<file path="config.mk">
export PLATFORM = sky130hd
export DESIGN_NAME = peripheral_uart_fifo
export DESIGN_NICKNAME = d
export VERILOG_FILES = /design/src/rtl/peripheral_uart_fifo.sv
export SDC_FILE = /design/constraint.sdc
export NUM_CORES = 1
export LEC_CHECK = 0
export BUFFER_PORTS_ARGS = -buffer_cell sky130_fd_sc_hd__buf_2
export CORE_MARGIN = 3
export CORE_UTILIZATION = 55
export CTS_CLUSTER_SIZE = 10
export DETAILED_ROUTE_END_ITERATION = 8
export PLACE_DENSITY = 0.78
export SYNTH_ARGS = -nofsm -noshare
export SYNTH_HDL_FRONTEND = slang
export SYNTH_SLANG_ARGS = --single-unit
</file>
<file path="constraint.sdc">
create_clock -name clk -period 3.8 [get_ports clk]
set_input_delay 0.38 -clock clk [delete_from_list [all_inputs] [get_ports clk]]
set_output_delay 0.38 -clock clk [all_outputs]
set_load 0.03 [all_outputs]
</file>
<file path="src/rtl/peripheral_uart_fifo.sv">
// Purpose: memory-mapped UART with TX/RX FIFOs, runtime divisor, even parity, loopback.
// Latency: register reads appear on d_out one clock after cs&rd; TX start bit one clock after pop.
// Backpressure: full TX FIFO drops CPU writes; full RX FIFO drops received bytes and flags overrun.

module uart_fifo #(
    parameter int DEPTH = 16,
    parameter int W     = 8
) (
    input  logic                      clk,
    input  logic                      rst,
    input  logic                      push,
    input  logic [W-1:0]              push_dat,
    input  logic                      pop,
    output logic                      push_acc,
    output logic [W-1:0]              head_dat,
    output logic                      empty,
    output logic                      full,
    output logic [$clog2(DEPTH):0]    count
);
    // Circular buffer, extra pointer bit separates full from empty.
    // Latency: pushed data visible at head one clock later.
    // Backpressure: push into full buffer is refused unless a pop happens the same cycle.
    localparam int AW = $clog2(DEPTH);
    localparam logic [AW:0] PTR_ONE = (AW + 1)'(1);

    logic [W-1:0] mem [DEPTH];
    logic [AW:0]  wr_ptr;
    logic [AW:0]  rd_ptr;
    logic         pop_ok;

    assign empty    = (wr_ptr == rd_ptr);
    assign full     = (wr_ptr[AW] != rd_ptr[AW]) && (wr_ptr[AW-1:0] == rd_ptr[AW-1:0]);
    assign count    = wr_ptr - rd_ptr;
    assign head_dat = mem[rd_ptr[AW-1:0]];
    assign pop_ok   = pop && !empty;
    assign push_acc = push && (!full || pop_ok);

    always_ff @(posedge clk) begin
        if (!rst) begin
            wr_ptr <= '0;
            rd_ptr <= '0;
        end else begin
            if (push_acc) wr_ptr <= wr_ptr + PTR_ONE;
            if (pop_ok)   rd_ptr <= rd_ptr + PTR_ONE;
        end
    end

    always_ff @(posedge clk) begin
        if (push_acc) mem[wr_ptr[AW-1:0]] <= push_dat;
    end
endmodule

module peripheral_uart_fifo #(
    parameter int CLK_FREQ   = 25000000,
    parameter int BAUD       = 115200,
    parameter int FIFO_DEPTH = 16
) (
    input  logic        clk,
    input  logic        rst,
    input  logic [31:0] d_in,
    input  logic        cs,
    input  logic [4:0]  addr,
    input  logic        rd,
    input  logic        wr,
    output logic [31:0] d_out,
    output logic        uart_tx,
    input  logic        uart_rx,
    output logic        ledout
);
    localparam int AW      = $clog2(FIFO_DEPTH);
    localparam int DIV_RST = CLK_FREQ / BAUD;

    localparam logic [4:0] A_STATUS = 5'h00;
    localparam logic [4:0] A_TXDATA = 5'h04;
    localparam logic [4:0] A_RXDATA = 5'h08;
    localparam logic [4:0] A_CTRL   = 5'h0C;
    localparam logic [4:0] A_DIV    = 5'h10;
    localparam logic [4:0] A_LEVEL  = 5'h14;

    typedef enum logic [2:0] {T_IDLE, T_START, T_DATA, T_PARITY, T_STOP} tx_state_t;
    typedef enum logic [2:0] {R_IDLE, R_START, R_DATA, R_PARITY, R_STOP} rx_state_t;

    logic        wr_en, rd_en;
    logic [3:0]  ctrl;
    logic [15:0] div;
    logic        rx_overrun, parity_err, frame_err;
    logic [31:0] rdata;
    logic        unused_bits;

    logic        tx_empty, tx_full, tx_pop, tx_push_acc;
    logic [7:0]  tx_head;
    logic [AW:0] tx_count;
    logic        rx_empty, rx_full, rx_pop, rx_push, rx_push_acc;
    logic [7:0]  rx_head;
    logic [AW:0] rx_count;

    assign wr_en       = cs && wr;
    assign rd_en       = cs && rd && !wr;
    assign rx_pop      = rd_en && (addr == A_RXDATA);
    assign unused_bits = ^d_in[31:16];

    uart_fifo #(.DEPTH(FIFO_DEPTH), .W(8)) u_tx_fifo (
        .clk      (clk),
        .rst      (rst),
        .push     (wr_en && (addr == A_TXDATA)),
        .push_dat (d_in[7:0]),
        .pop      (tx_pop),
        .push_acc (tx_push_acc),
        .head_dat (tx_head),
        .empty    (tx_empty),
        .full     (tx_full),
        .count    (tx_count)
    );

    // ---------------- TX engine ----------------
    tx_state_t   tx_state, tx_state_nxt;
    logic [15:0] tx_div, tx_cnt;
    logic [7:0]  tx_sh;
    logic [2:0]  tx_bit;
    logic        tx_par_en, tx_par, tx_q, tx_bit_end;

    assign tx_bit_end = (tx_cnt == tx_div - 16'd1);
    assign uart_tx    = tx_q;

    always_comb begin
        tx_state_nxt = tx_state;
        tx_pop       = 1'b0;
        case (tx_state)
            T_IDLE: begin
                if (ctrl[0] && !tx_empty) begin
                    tx_pop       = 1'b1;
                    tx_state_nxt = T_START;
                end
            end
            T_START:  if (tx_bit_end) tx_state_nxt = T_DATA;
            T_DATA:   if (tx_bit_end && tx_bit == 3'd7) tx_state_nxt = tx_par_en ? T_PARITY : T_STOP;
            T_PARITY: if (tx_bit_end) tx_state_nxt = T_STOP;
            T_STOP:   if (tx_bit_end) tx_state_nxt = T_IDLE;
            default:  tx_state_nxt = T_IDLE;
        endcase
    end

    always_ff @(posedge clk) begin
        if (!rst) begin
            tx_state  <= T_IDLE;
            tx_q      <= 1'b1;
            tx_cnt    <= '0;
            tx_bit    <= '0;
            tx_sh     <= '0;
            tx_div    <= 16'd4;
            tx_par_en <= 1'b0;
            tx_par    <= 1'b0;
        end else begin
            tx_state <= tx_state_nxt;
            if (tx_state == T_IDLE) begin
                tx_cnt <= '0;
                tx_bit <= '0;
                if (tx_pop) begin
                    tx_sh     <= tx_head;
                    tx_par    <= ^tx_head;
                    tx_div    <= div;
                    tx_par_en <= ctrl[2];
                    tx_q      <= 1'b0;
                end
            end else if (tx_bit_end) begin
                tx_cnt <= '0;
                case (tx_state)
                    T_START: tx_q <= tx_sh[0];
                    T_DATA: begin
                        tx_bit <= tx_bit + 3'd1;
                        tx_sh  <= {1'b0, tx_sh[7:1]};
                        if (tx_bit == 3'd7) tx_q <= tx_par_en ? tx_par : 1'b1;
                        else                tx_q <= tx_sh[1];
                    end
                    default: tx_q <= 1'b1;
                endcase
            end else begin
                tx_cnt <= tx_cnt + 16'd1;
            end
        end
    end

    // ---------------- RX engine ----------------
    rx_state_t   rx_state, rx_state_nxt;
    logic        rx_s1, rx_s2, rx_s3, rx_fall;
    logic [15:0] rx_div, rx_cnt;
    logic [7:0]  rx_sh;
    logic [2:0]  rx_bit;
    logic        rx_par_en, rx_half_end, rx_bit_end, rx_par_set, rx_frame_set;

    assign rx_fall     = rx_s3 && !rx_s2;
    assign rx_half_end = (rx_cnt == {1'b0, rx_div[15:1]} - 16'd1);
    assign rx_bit_end  = (rx_cnt == rx_div - 16'd1);

    always_comb begin
        rx_state_nxt = rx_state;
        rx_push      = 1'b0;
        rx_par_set   = 1'b0;
        rx_frame_set = 1'b0;
        case (rx_state)
            R_IDLE:  if (ctrl[1] && rx_fall) rx_state_nxt = R_START;
            R_START: if (rx_half_end) rx_state_nxt = rx_s2 ? R_IDLE : R_DATA;
            R_DATA:  if (rx_bit_end && rx_bit == 3'd7) rx_state_nxt = rx_par_en ? R_PARITY : R_STOP;
            R_PARITY: begin
                if (rx_bit_end) begin
                    rx_state_nxt = R_STOP;
                    rx_par_set   = (rx_s2 != ^rx_sh);
                end
            end
            R_STOP: begin
                if (rx_bit_end) begin
                    rx_state_nxt = R_IDLE;
                    rx_push      = rx_s2;
                    rx_frame_set = !rx_s2;
                end
            end
            default: rx_state_nxt = R_IDLE;
        endcase
    end

    always_ff @(posedge clk) begin
        if (!rst) begin
            rx_s1     <= 1'b1;
            rx_s2     <= 1'b1;
            rx_s3     <= 1'b1;
            rx_state  <= R_IDLE;
            rx_cnt    <= '0;
            rx_bit    <= '0;
            rx_sh     <= '0;
            rx_div    <= 16'd4;
            rx_par_en <= 1'b0;
        end else begin
            rx_s1    <= ctrl[3] ? tx_q : uart_rx;
            rx_s2    <= rx_s1;
            rx_s3    <= rx_s2;
            rx_state <= rx_state_nxt;
            // Divisor and parity mode tracked while idle, frozen for the frame.
            if (rx_state == R_IDLE) begin
                rx_cnt    <= '0;
                rx_bit    <= '0;
                rx_div    <= div;
                rx_par_en <= ctrl[2];
            end else if ((rx_state == R_START) ? rx_half_end : rx_bit_end) begin
                rx_cnt <= '0;
                if (rx_state == R_DATA) begin
                    rx_sh  <= {rx_s2, rx_sh[7:1]};
                    rx_bit <= rx_bit + 3'd1;
                end
            end else begin
                rx_cnt <= rx_cnt + 16'd1;
            end
        end
    end

    uart_fifo #(.DEPTH(FIFO_DEPTH), .W(8)) u_rx_fifo (
        .clk      (clk),
        .rst      (rst),
        .push     (rx_push),
        .push_dat (rx_sh),
        .pop      (rx_pop),
        .push_acc (rx_push_acc),
        .head_dat (rx_head),
        .empty    (rx_empty),
        .full     (rx_full),
        .count    (rx_count)
    );

    assign ledout = !rx_empty;

    // ---------------- register file ----------------
    always_comb begin
        rdata = '0;
        case (addr)
            A_STATUS: rdata = {24'b0, frame_err, (tx_state != T_IDLE), parity_err, rx_overrun,
                               rx_full, rx_empty, tx_empty, tx_full};
            A_RXDATA: rdata = rx_empty ? 32'b0 : {24'b0, rx_head};
            A_CTRL:   rdata = {28'b0, ctrl};
            A_DIV:    rdata = {16'b0, div};
            A_LEVEL:  rdata = {16'b0, 8'(rx_count), 8'(tx_count)};
            default:  rdata = '0;
        endcase
    end

    always_ff @(posedge clk) begin
        if (!rst) begin
            ctrl       <= '0;
            div        <= 16'(DIV_RST);
            rx_overrun <= 1'b0;
            parity_err <= 1'b0;
            frame_err  <= 1'b0;
            d_out      <= '0;
        end else begin
            if (wr_en && addr == A_CTRL) ctrl <= d_in[3:0];
            if (wr_en && addr == A_DIV)  div  <= (d_in[15:0] < 16'd4) ? 16'd4 : d_in[15:0];
            if (wr_en && addr == A_STATUS) begin
                if (d_in[4]) rx_overrun <= 1'b0;
                if (d_in[5]) parity_err <= 1'b0;
                if (d_in[7]) frame_err  <= 1'b0;
            end
            // A flag event in the same cycle as its clear wins.
            if (rx_push && !rx_push_acc) rx_overrun <= 1'b1;
            if (rx_par_set)              parity_err <= 1'b1;
            if (rx_frame_set)            frame_err  <= 1'b1;
            if (rd_en)                   d_out      <= rdata;
        end
    end
endmodule

</file>
==> reports/metrics.csv, run 1 <==
stage,metric,value,unit
global_route,grt_pass1_vias,12300,
critical_path,critPathMaxStageDelay,540,ps
die,fp.dieW,191,um
sta,maxSlewViolCount,0,
drt,vias_per_cell,5.99,
die,core_region_area,33600,um2
die,num_rows,67,
sta,period_share,0.930,
layout,multi_input_area,7300,um2
synth,synthArstFlopShare,0,
power_and_ir_drop,swShare,0.204,
layout,area_growth,11.1,%
cts,ctsResizeCount,0,
synth,synth_cells,1536,
global_route,antenna_found_initial,2,
sta,setup_violations,0,
layout,fin_cells,2064,
sta,finalHoldViolations,0,
placement,placed_cell_area,19500,um2
cts,h-tree-depth,2,
drt,wl_per_cell,21.0,um
sta,layout_min_cycle_time,3540,ps
cts,cts_buffers,48,
drt,initialDrtViolationCount,1258,
hold_path,worstHoldPathType,in2reg,
critical_path,cp_max_fo,10,
critical_path,r2r_start,rx_div[0],
power_and_ir_drop,p_sw,1880,uW
placement,hpwl,28700,um
sta,rsz0062_at_grt,false,
synth,syn_avg_cell_area,12.3,um2
power_and_ir_drop,power_frac_clock,0.453,
critical_path,required,4060,ps
die,die_h,191,um
drt,drcViolationCount,0,
die,die_area,36500,um2
global_route,grt_start_max_net_pins,41,
cts,clk_pin_slew,60,ps
cts,clk_path_buf_depth,3,
synth,yosys.area.top_type,edfxtp_1,
critical_path,rrSetupSlack,260,ps
drt,vias,12400,
global_route,track_usage,0.239,
layout,fin_util,0.622,
critical_path,crit_arrival,3800,ps
power_and_ir_drop,powerDensity,440,nW/um2
synth,synth.distinct_cells,77,
layout,drive_gt1_frac,0.155,
power_and_ir_drop,p_seq_frac,0.527,
drt,firstDrtPassIters,8,
status,status,"complete, no violations",
synth,netlist_area,18800,um2
global_route,grt_overflow,0,
synth,synth_edf_count,256,
cts,cts-root-buf,clkbuf_16,
layout,fin_nets,1657,
placement,gp_routability_congestion,0.893,
power_and_ir_drop,comb_power_share,0.020,
synth,ys_warn_count,0,
critical_path,slowest_stage,nor3b_2,
power_and_ir_drop,internal_power,7320,uW
job,max-cap-violations,0,
critical_path,cp-start-kind,flip-flop,
synth,ys.flop_type,edfxtp_1,
synth,synth.area.top_cells,"edfxtp_1 41%, dfxtp_1 18%, mux4_2 8.6%, nand2_1 3.3%, xnor2_1 3.3%",
cts,cts_tree,done,
critical_path,r2r-end,u_rx_fifo.mem[3][2],
critical_path,path_cells,"inv_1, ha_1, nor3b_2, a41oi_1, a32oi_1, a21oi_1, a2111oi_4, nand4_1, nor3_1, buf_4",
cts,clock_latency,560,ps
layout,final-seq-area,11000,um2
die,ios,77,
critical_path,endpoint_kind,flip-flop,
sta,max_slew_margin,0.282,
sta,fin_tns_setup,0,ps
drt,drt-total-wl,43300,um
cts,cts.sinks,422,
layout,fin_area,20900,um2
drt,ant_nets,0,
placement,dp.cells,1983,
sta,fin_skew,17.8,ps
sta,timing.fmax,283,MHz
critical_path,path_class,reg2reg,
critical_path,cp-endpoint,u_rx_fifo.mem[3][2],
power_and_ir_drop,vdd_drop_max,300,uV
global_route,grt_first_pass_wirelength,67900,um
synth,ys_seq_area_frac,0.585,
critical_path,rr_worst_depth,10,
placement,numPortBuffers,44,
cts,post-cts-setup-buffer-count,0,
cts,hold_buffers,0,
die,start_util,0.560,
power_and_ir_drop,leakage,0.00703,uW
synth,ys_ff_latch,422,
critical_path,cp-startpoint,rx_div[0],
synth,synth_top_area_share,0.408,
sta,worst_pin_slew,1070,ps
layout,fillers,2488,
## logic make-up after synthesis
family	share of synthesized area
AO/OA/AOI/OAI	0.0787
XOR/XNOR	0.0535
adder cells (fa/ha/maj)	0.0201
buffers and inverters	0.0314
flip-flops	0.585
multiplexers	0.0990
other	0.000199
AND/OR/NAND/NOR	0.132
## synth_stat cells (all sizes together), types with 14 or more instances
| master | instances |
|---|---|
| a21oi | 80 |
| a22oi | 24 |
| and3 | 29 |
| buf | 34 |
| clkbuf | 68 |
| dfxtp | 166 |
| edfxtp | 256 |
| ha | 27 |
| inv | 32 |
| mux2i | 22 |
| mux4 | 72 |
| nand2 | 167 |
| nand3 | 34 |
| nand4 | 19 |
| nor2 | 147 |
| nor3 | 34 |
| nor4 | 14 |
| o21ai | 32 |
| xnor2 | 71 |
| xor2 | 44 |
## stage by stage
stage                     hold WS, ps  setup slack [ps]  total power (uW)
after floorplan                   386               426              5060
after global placement            395               307              5120
after detailed placement          415               230              5120
after CTS                        52.1               153              9240
after global routing             77.2              56.3              9440
final                            79.8               264              9190
## cell type report
| class | instances | share of cell area |
|---|---|---|
| inverters | 32 | 0.00574 |
| diodes | 1 | 0.000120 |
| well taps | 448 | 0.0268 |
| multi-input cells | 995 | 0.349 |
| clock buffers | 77 | 0.0636 |
| clock inverters | 3 | 0.00263 |
| flip-flops and latches | 422 | 0.526 |
| repair buffers | 86 | 0.0256 |
## metal layers
metal	part of all wire	up-vias	GRT usage	wire length, um
met1	0.41	6092	0.316	17900
met5	0.00021	-	0	9
met2	0.49	468	0.398	21200
li1	-	5723	-	-
met4	0.026	2	0.0765	1150
met3	0.071	88	0.0508	3080
## critical path: cells and delay by family (launching register included)
kind	cells	cell delay, ps
buffers and inverters	2	320
AND/OR/NAND/NOR	3	1350
AO/OA/AOI/OAI	4	980
flip-flops	1	370
adder cells (fa/ha/maj)	1	220
## flip-flops by register name, summed over array words and instances (netlist names), 3 cells and up, named ones only
register          count
rx_bit                3
u_rx_fifo.rd_ptr      5
u_tx_fifo.wr_ptr      5
rx_cnt               16
tx_sh                 8
tx_bit                3
tx_state              3
u_tx_fifo.mem       128
ctrl                  4
rx_state              3
u_rx_fifo.wr_ptr      5
d_out                16
div                  16
u_tx_fifo.rd_ptr      5
tx_cnt               16
u_rx_fifo.mem       128
rx_div               16
rx_sh                 8
tx_div               16
## worst min-delay path by stage
| stage | start | endpoint | depth (start not counted) |
|---|---|---|---|
| 3_3_place_gp | rx_s1 | rx_s2 | 1 |
| 4_1_cts | uart_rx | rx_s1 | 3 |
| 2_1_floorplan | rx_s1 | rx_s2 | 1 |
| 3_5_place_dp | rx_s1 | rx_s2 | 1 |
| 5_1_grt | uart_rx | rx_s1 | 3 |
| 6_report | uart_rx | rx_s1 | 3 |
## layout by cell type, fill, tap and decap left out, types with 9 or more instances in the layout
master	instances
a22oi_1	24
conb_1	16
buf_4	42
nor2_1	147
nor3_1	32
mux4_2	72
nand4_1	19
nor4_1	9
buf_2	44
o21ai_0	31
ha_1	27
and2_1	13
xor2_1	44
edfxtp_1	256
nand2_1	166
a21oi_1	80
and3_1	28
clkbuf_1	27
inv_1	31
nand3_1	34
dfxtp_1	164
xnor2_1	71
clkbuf_16	48
nor2b_1	13
mux2i_1	22
## power groups by stage
stage | sequential, uW | clock [uW] | combinational [uW]
floorplan | 4930 | 0 | 127
global placement | 4940 | 0 | 175
detailed placement | 4940 | 0 | 180
CTS | 4850 | 4210 | 180
global route | 4850 | 4390 | 201
finish | 4850 | 4160 | 184
(Power assumes the default switching activity.)
==> run 2, diff against run 1 <==
--- a/config.mk
+++ b/config.mk
@@ -5,12 +5,13 @@
 export SDC_FILE = /design/constraint.sdc
 export NUM_CORES = 1
 export LEC_CHECK = 0
+export ABC_AREA = 1
 export BUFFER_PORTS_ARGS = -buffer_cell sky130_fd_sc_hd__buf_2
 export CORE_MARGIN = 3
 export CORE_UTILIZATION = 55
 export CTS_CLUSTER_SIZE = 10
 export DETAILED_ROUTE_END_ITERATION = 8
-export PLACE_DENSITY = 0.78
+export PLACE_DENSITY_LB_ADDON = 0.08
 export SYNTH_ARGS = -nofsm -noshare
 export SYNTH_HDL_FRONTEND = slang
 export SYNTH_SLANG_ARGS = --single-unit
==> reports/metrics.csv, run 2 <==
stage,metric,value,unit
status,status,"complete, no violations",
hold_path,worstHoldPathType,in2reg,
global_route,grt_first_pass_wirelength,73800,um
critical_path,crit_arrival,3390,ps
placement,hpwl,31600,um
sta,max_slew_margin,0.403,
critical_path,path_class,reg2reg,
critical_path,cp_max_fo,8,
cts,cts_buffers,48,
critical_path,rrSetupSlack,620,ps
synth,ys_ff_latch,422,
die,fp.dieW,195,um
global_route,track_usage,0.240,
sta,finalHoldViolations,0,
cts,h-tree-depth,2,
layout,fin_cells,2714,
critical_path,critPathBufInv,4,
global_route,antenna_found_initial,0,
drt,drt-total-wl,45900,um
critical_path,path_cells,"inv_1, ha_1, nand2_1, inv_1, nand4_1, nand2_1, nor2_1, inv_1, nand2_1, inv_1, nor2_4, nand2_1, nor2_1",
power_and_ir_drop,vdd_drop_max,379,uV
global_route,grt_start_max_net_pins,89,
sta,fin_skew,16.3,ps
cts,hold_buffers,0,
critical_path,critPathMaxStageDelay,600,ps
power_and_ir_drop,leakage,0.00858,uW
synth,ys_seq_area_frac,0.558,
drt,ant_nets,0,
drt,wl_per_cell,16.9,um
sta,setup_ws,616,ps
synth,synth.distinct_cells,53,
drt,vias_per_cell,5.49,
critical_path,r2r_start,u_rx_fifo.rd_ptr[2],
synth,ys.flop_type,edfxtp_1,
critical_path,slowest_stage,nor2_1,
hold_path,hold_end,div[8],
synth,yosys.area.top_type,edfxtp_1,
sta,worst_pin_slew,892,ps
die,start_util,0.564,
synth,netlist_area,19700,um2
placement,dp.cells,2632,
sta,setup_violations,0,
placement,numPortBuffers,44,
global_route,grt_pass1_vias,14200,
sta,period_share,0.838,
placement,placed_cell_area,20300,um2
cts,clock_latency,580,ps
drt,firstDrtPassIters,5,
layout,fin_nets,2299,
cts,cts.sinks,422,
critical_path,path_depth,13,
hold_path,hold_depth,3,
synth,synth.area.top_cells,"edfxtp_1 39%, dfxtp_1 17%, nand2_1 7.9%, nor2_1 5.5%, o21ai_0 4.4%",
sta,rsz0062_at_grt,false,
layout,area_growth,10.0,%
power_and_ir_drop,total_power,10900,uW
layout,layout_common_cells,"413 x nand2_1, 287 x nor2_1, 256 x edfxtp_1",
critical_path,cp-startpoint,u_rx_fifo.rd_ptr[2],
drt,drcViolationCount,0,
placement,dp_slack,660,ps
sta,timing.fmax,314,MHz
cts,cts_tree,done,
synth,synth_edf_count,256,
layout,fillers,2939,
layout,final_common_cell,nand2_1,
layout,diodes,0,
synth,syn_avg_cell_area,8.98,um2
sta,maxSlewViolCount,0,
synth,ys_warn_count,0,
sta,layout_min_cycle_time,3180,ps
job,max-cap-violations,0,
critical_path,rr_worst_depth,13,
critical_path,endpoint_kind,flip-flop,
die,die_area,38200,um2
global_route,grt_overflow,0,
cts,post-cts-setup-buffer-count,0,
critical_path,required,4000,ps
cts,clk_pin_slew,50,ps
synth,yosysMostFrequentCell,nand2_1,
sta,fin_tns_setup,0,ps
critical_path,cp_top_family,simple AND/OR/NAND/NOR gates,
die,core_region_area,35000,um2
critical_path,r2r-end,u_rx_fifo.mem[5][5],
layout,fin_area,21700,um2
die,num_rows,68,
die,ios,77,
cts,cts-root-buf,clkbuf_16,
layout,drive_gt1_frac,0.0730,
synth,ys_top_cells_by_count,"413 x nand2_1, 287 x nor2_1, 256 x edfxtp_1",
placement,gp_routability_congestion,0.916,
cts,ctsResizeCount,0,
drt,initialDrtViolationCount,1130,
synth,synthArstFlopShare,0,
drt,vias,14900,
critical_path,cp-start-kind,flip-flop,
hold_path,hold_path_startpoint,d_in[8],
cts,clk_path_buf_depth,3,
power_and_ir_drop,powerDensity,504,nW/um2
synth,synth_cells,2196,
die,die_h,195,um
synth,synth_top_area_share,0.390,
-- run 2: cell count changes in the layout (fill, tap and decap cells not counted), sizes merged, moves of 72 or more --
cell   change
inv      +203
mux4      -72
nand2    +252
nand3     +82
nor2     +160
o21ai    +152
-- run 2: metrics by stage --
stage	utilization	hold slack, ps
after floorplan	-	393
after global placement	0.581	402
after detailed placement	0.581	403
after CTS	0.620	31.8
after global routing	0.620	63.6
final	0.620	60.8
-- run 2: how the worst max path moves through the flow --
stage	to	slack [ps]
2_1_floorplan	u_rx_fifo.mem[11][0]	1110
6_report	u_rx_fifo.mem[5][5]	620
3_5_place_dp	u_rx_fifo.mem[11][7]	660
5_1_grt	u_rx_fifo.mem[11][1]	340
3_3_place_gp	u_rx_fifo.mem[10][7]	720
4_1_cts	u_rx_fifo.mem[5][5]	650
-- run 2: cell families (layout without fill, tap and decap cells) --
logic type               after synthesis  in the layout  share of synthesized area
AND/OR/NAND/NOR                      918            918                      0.200
AO/OA/AOI/OAI                        406            406                      0.116
XOR/XNOR                              74             74                     0.0329
flip-flops                           422            422                      0.558
other                                  1             16                   0.000190
multiplexers                          10             10                    0.00508
buffers and inverters                336            384                     0.0684
adder cells (fa/ha/maj)               29             29                     0.0192
-- run 2: final cells by class --
cell class	instances	area [um2]	share of cell area
flip-flops and latches	422	11000	0.508
well taps	455	569	0.0262
repair buffers	65	415	0.0191
clock inverters	3	45.0	0.00208
inverters	237	890	0.0410
multi-input cells	1453	7420	0.342
clock buffers	79	1340	0.0617
-- run 2: worst register-to-register path, delay by kind of cell, from the launching register on --
family,cells,cell delay (ps)
adder cells (fa/ha/maj),1,340
buffers and inverters,4,380
flip-flops,1,320
AND/OR/NAND/NOR,8,1740
-- run 2: routing by layer --
| metal | track usage | vias to the layer above | part of all wire |
|---|---|---|---|
| met2 | 0.383 | 404 | 0.46 |
| met4 | 0.0713 | 0 | 0.026 |
| met3 | 0.0421 | 90 | 0.055 |
| met5 | 0 | - | 0 |
| met1 | 0.338 | 6969 | 0.46 |
| li1 | - | 7428 | - |
-- run 2: power breakdown --
part           leakage, uW  total [uW]  switching, uW  internal (uW)
combinational      0.00409        1640           1140            498
sequential         0.00383        5130            169           4960
clock             0.000661        4160           1770           2390
==> run 3, diff against run 2 <==
==> constraint.sdc (replaced) <==
create_clock -name clk -period 2.55 [get_ports clk]
set_input_delay 0.255 -clock clk [delete_from_list [all_inputs] [get_ports clk]]
set_output_delay 0.255 -clock clk [all_outputs]
set_load 0.03 [all_outputs]
==> reports/metrics.csv, run 3 (same netlist as run 2, synthesis figures left out) <==
stage,metric,value,unit
critical_path,r2r_start,u_rx_fifo.rd_ptr[1],
placement,gp_routability_congestion,0.911,
drt,drcViolationCount,0,
die,ios,77,
power_and_ir_drop,p_sw,4800,uW
hold_path,worstHoldPathType,in2reg,
cts,clk_pin_slew,50,ps
drt,initialDrtViolationCount,1058,
drt,vias,15500,
layout,area_growth,16.5,%
sta,rsz0062_at_grt,true,
layout,fin_area,23000,um2
cts,cts-root-buf,clkbuf_16,
sta,finalHoldViolations,0,
hold_path,hold_path_startpoint,d_in[4],
sta,fin_skew,27.4,ps
die,die_h,195,um
die,start_util,0.564,
sta,max_slew_margin,0.439,
critical_path,cp-startpoint,u_rx_fifo.rd_ptr[1],
cts,cts.sinks,422,
drt,vias_per_cell,5.48,
die,die_area,38200,um2
layout,fin_nets,2411,
die,num_rows,68,
global_route,grt_pass1_vias,14700,
sta,timing.fmax,403,MHz
critical_path,path_class,reg2reg,
power_and_ir_drop,leakage,0.00923,uW
placement,hpwl,34000,um
placement,numPortBuffers,44,
cts,clock_latency,590,ps
critical_path,cp_max_fo,8,
cts,cts_tree,done,
cts,clk_path_buf_depth,3,
power_and_ir_drop,vdd_drop_max,595,uV
cts,cts_buffers,49,
global_route,grt_start_max_net_pins,89,
sta,period_share,0.974,
power_and_ir_drop,p_seq_frac,0.453,
sta,worst_pin_slew,841,ps
global_route,track_usage,0.255,
drt,drt-total-wl,49700,um
layout,fin_cells,2828,
critical_path,endpoint_kind,flip-flop,
global_route,grt_overflow,0,
drt,firstDrtPassIters,5,
power_and_ir_drop,swShare,0.285,
die,core_region_area,35000,um2
cts,h-tree-depth,2,
sta,maxSlewViolCount,0,
power_and_ir_drop,internal_power,12000,uW
critical_path,crit_arrival,2840,ps
layout,layout_common_cells,"406 x nand2_1, 262 x nor2_1, 256 x edfxtp_1",
layout,drive_gt1_frac,0.132,
global_route,antenna_found_initial,0,
global_route,grt_first_pass_wirelength,77700,um
layout,final_common_cell,nand2_1,
critical_path,rrSetupSlack,70,ps
critical_path,cp-start-kind,flip-flop,
status,status,"complete, no violations",
sta,setup_violations,0,
layout,diodes,0,
placement,placed_cell_area,21000,um2
power_and_ir_drop,comb_power_share,0.166,
critical_path,required,2900,ps
job,max-cap-violations,0,
drt,wl_per_cell,17.6,um
sta,layout_min_cycle_time,2480,ps
die,fp.dieW,195,um
layout,fin_util,0.657,
power_and_ir_drop,power_frac_clock,0.380,
power_and_ir_drop,powerDensity,732,nW/um2
placement,dp.cells,2725,
drt,ant_nets,0,
-- run 3: cell types whose count changed in the layout (fill, tap and decap cells not counted), sizes merged --
cell / change
buf: +100
dlygate4sd3: +10
clkbuf: +2
inv: +1
nand3: +1
-- run 3: routing by layer --
| metal | wire [um] | GRT usage | vias up |
|---|---|---|---|
| li1 | - | - | 7631 |
| met1 | 22300 | 0.359 | 7294 |
| met2 | 23000 | 0.411 | 479 |
| met3 | 2990 | 0.0362 | 99 |
| met4 | 1340 | 0.0840 | 0 |
| met5 | 0 | 0 | - |
-- run 3: path summary, 6_finish.rpt --
| path | endpoint | depth (start not counted) |
|---|---|---|
| worst min-delay path | u_tx_fifo.mem[6][4] | 1 |
| worst max register to register | u_rx_fifo.mem[2][0] | 11 |
| worst max-delay path | u_rx_fifo.mem[2][0] | 11 |
| worst min register to register | rx_s2 | 1 |
-- run 3: timing repair --
| item | CTS | global route |
|---|---|---|
| setup buffers | 0 | 6 |
| setup endpoints to repair | 200 | 262 |
| hold buffers | 10 | 0 |
| hold endpoints to repair | 10 | 0 |
| gates resized for setup | 9 | 74 |
| pin swaps | 0 | 7 |
| cloned | 0 | 2 |
-- run 3: area by class of cell --
cell class	instances	area, um2
multi-input cells	1454	7670
fillers	2855	12000
clock inverters	4	67.6
clock buffers	81	1380
inverters	237	897
repair buffers	175	1390
well taps	455	569
flip-flops and latches	422	11000
-- run 3: per-stage QoR --
| step | total power, uW | hold WS, ps | worst slack [ps] | setup TNS (ps) |
|---|---|---|---|---|
| detailed placement | 10400 | 407 | -85.7 | -8810 |
| global route | 17600 | 102 | -126 | -11200 |
| global placement | 10300 | 426 | -43.3 | -2250 |
| finish | 16800 | 122 | 66.9 | 0 |
| CTS | 16800 | 91.8 | -64.4 | -4960 |
| floorplan | 9630 | 354 | -141 | -16870 |
-- run 3: critical path, stage by stage, from the launching register on --
cell	delay (ps)
dfxtp_1	350
inv_1	100
ha_1	320
inv_1	60
nor4_1	590
nand2_1	160
inv_1	140
nor2_4	50
buf_12	140
nand2_2	120
nor2_1	60
buf_4	170
-- run 3: power groups by stage --
stage	clock network (uW)	logic, uW	registers [uW]
6_report	6390	2800	7630
3_5_place_dp	0	2620	7750
3_3_place_gp	0	2560	7750
2_1_floorplan	0	1940	7700
5_1_grt	6780	3140	7650
4_1_cts	6510	2660	7610
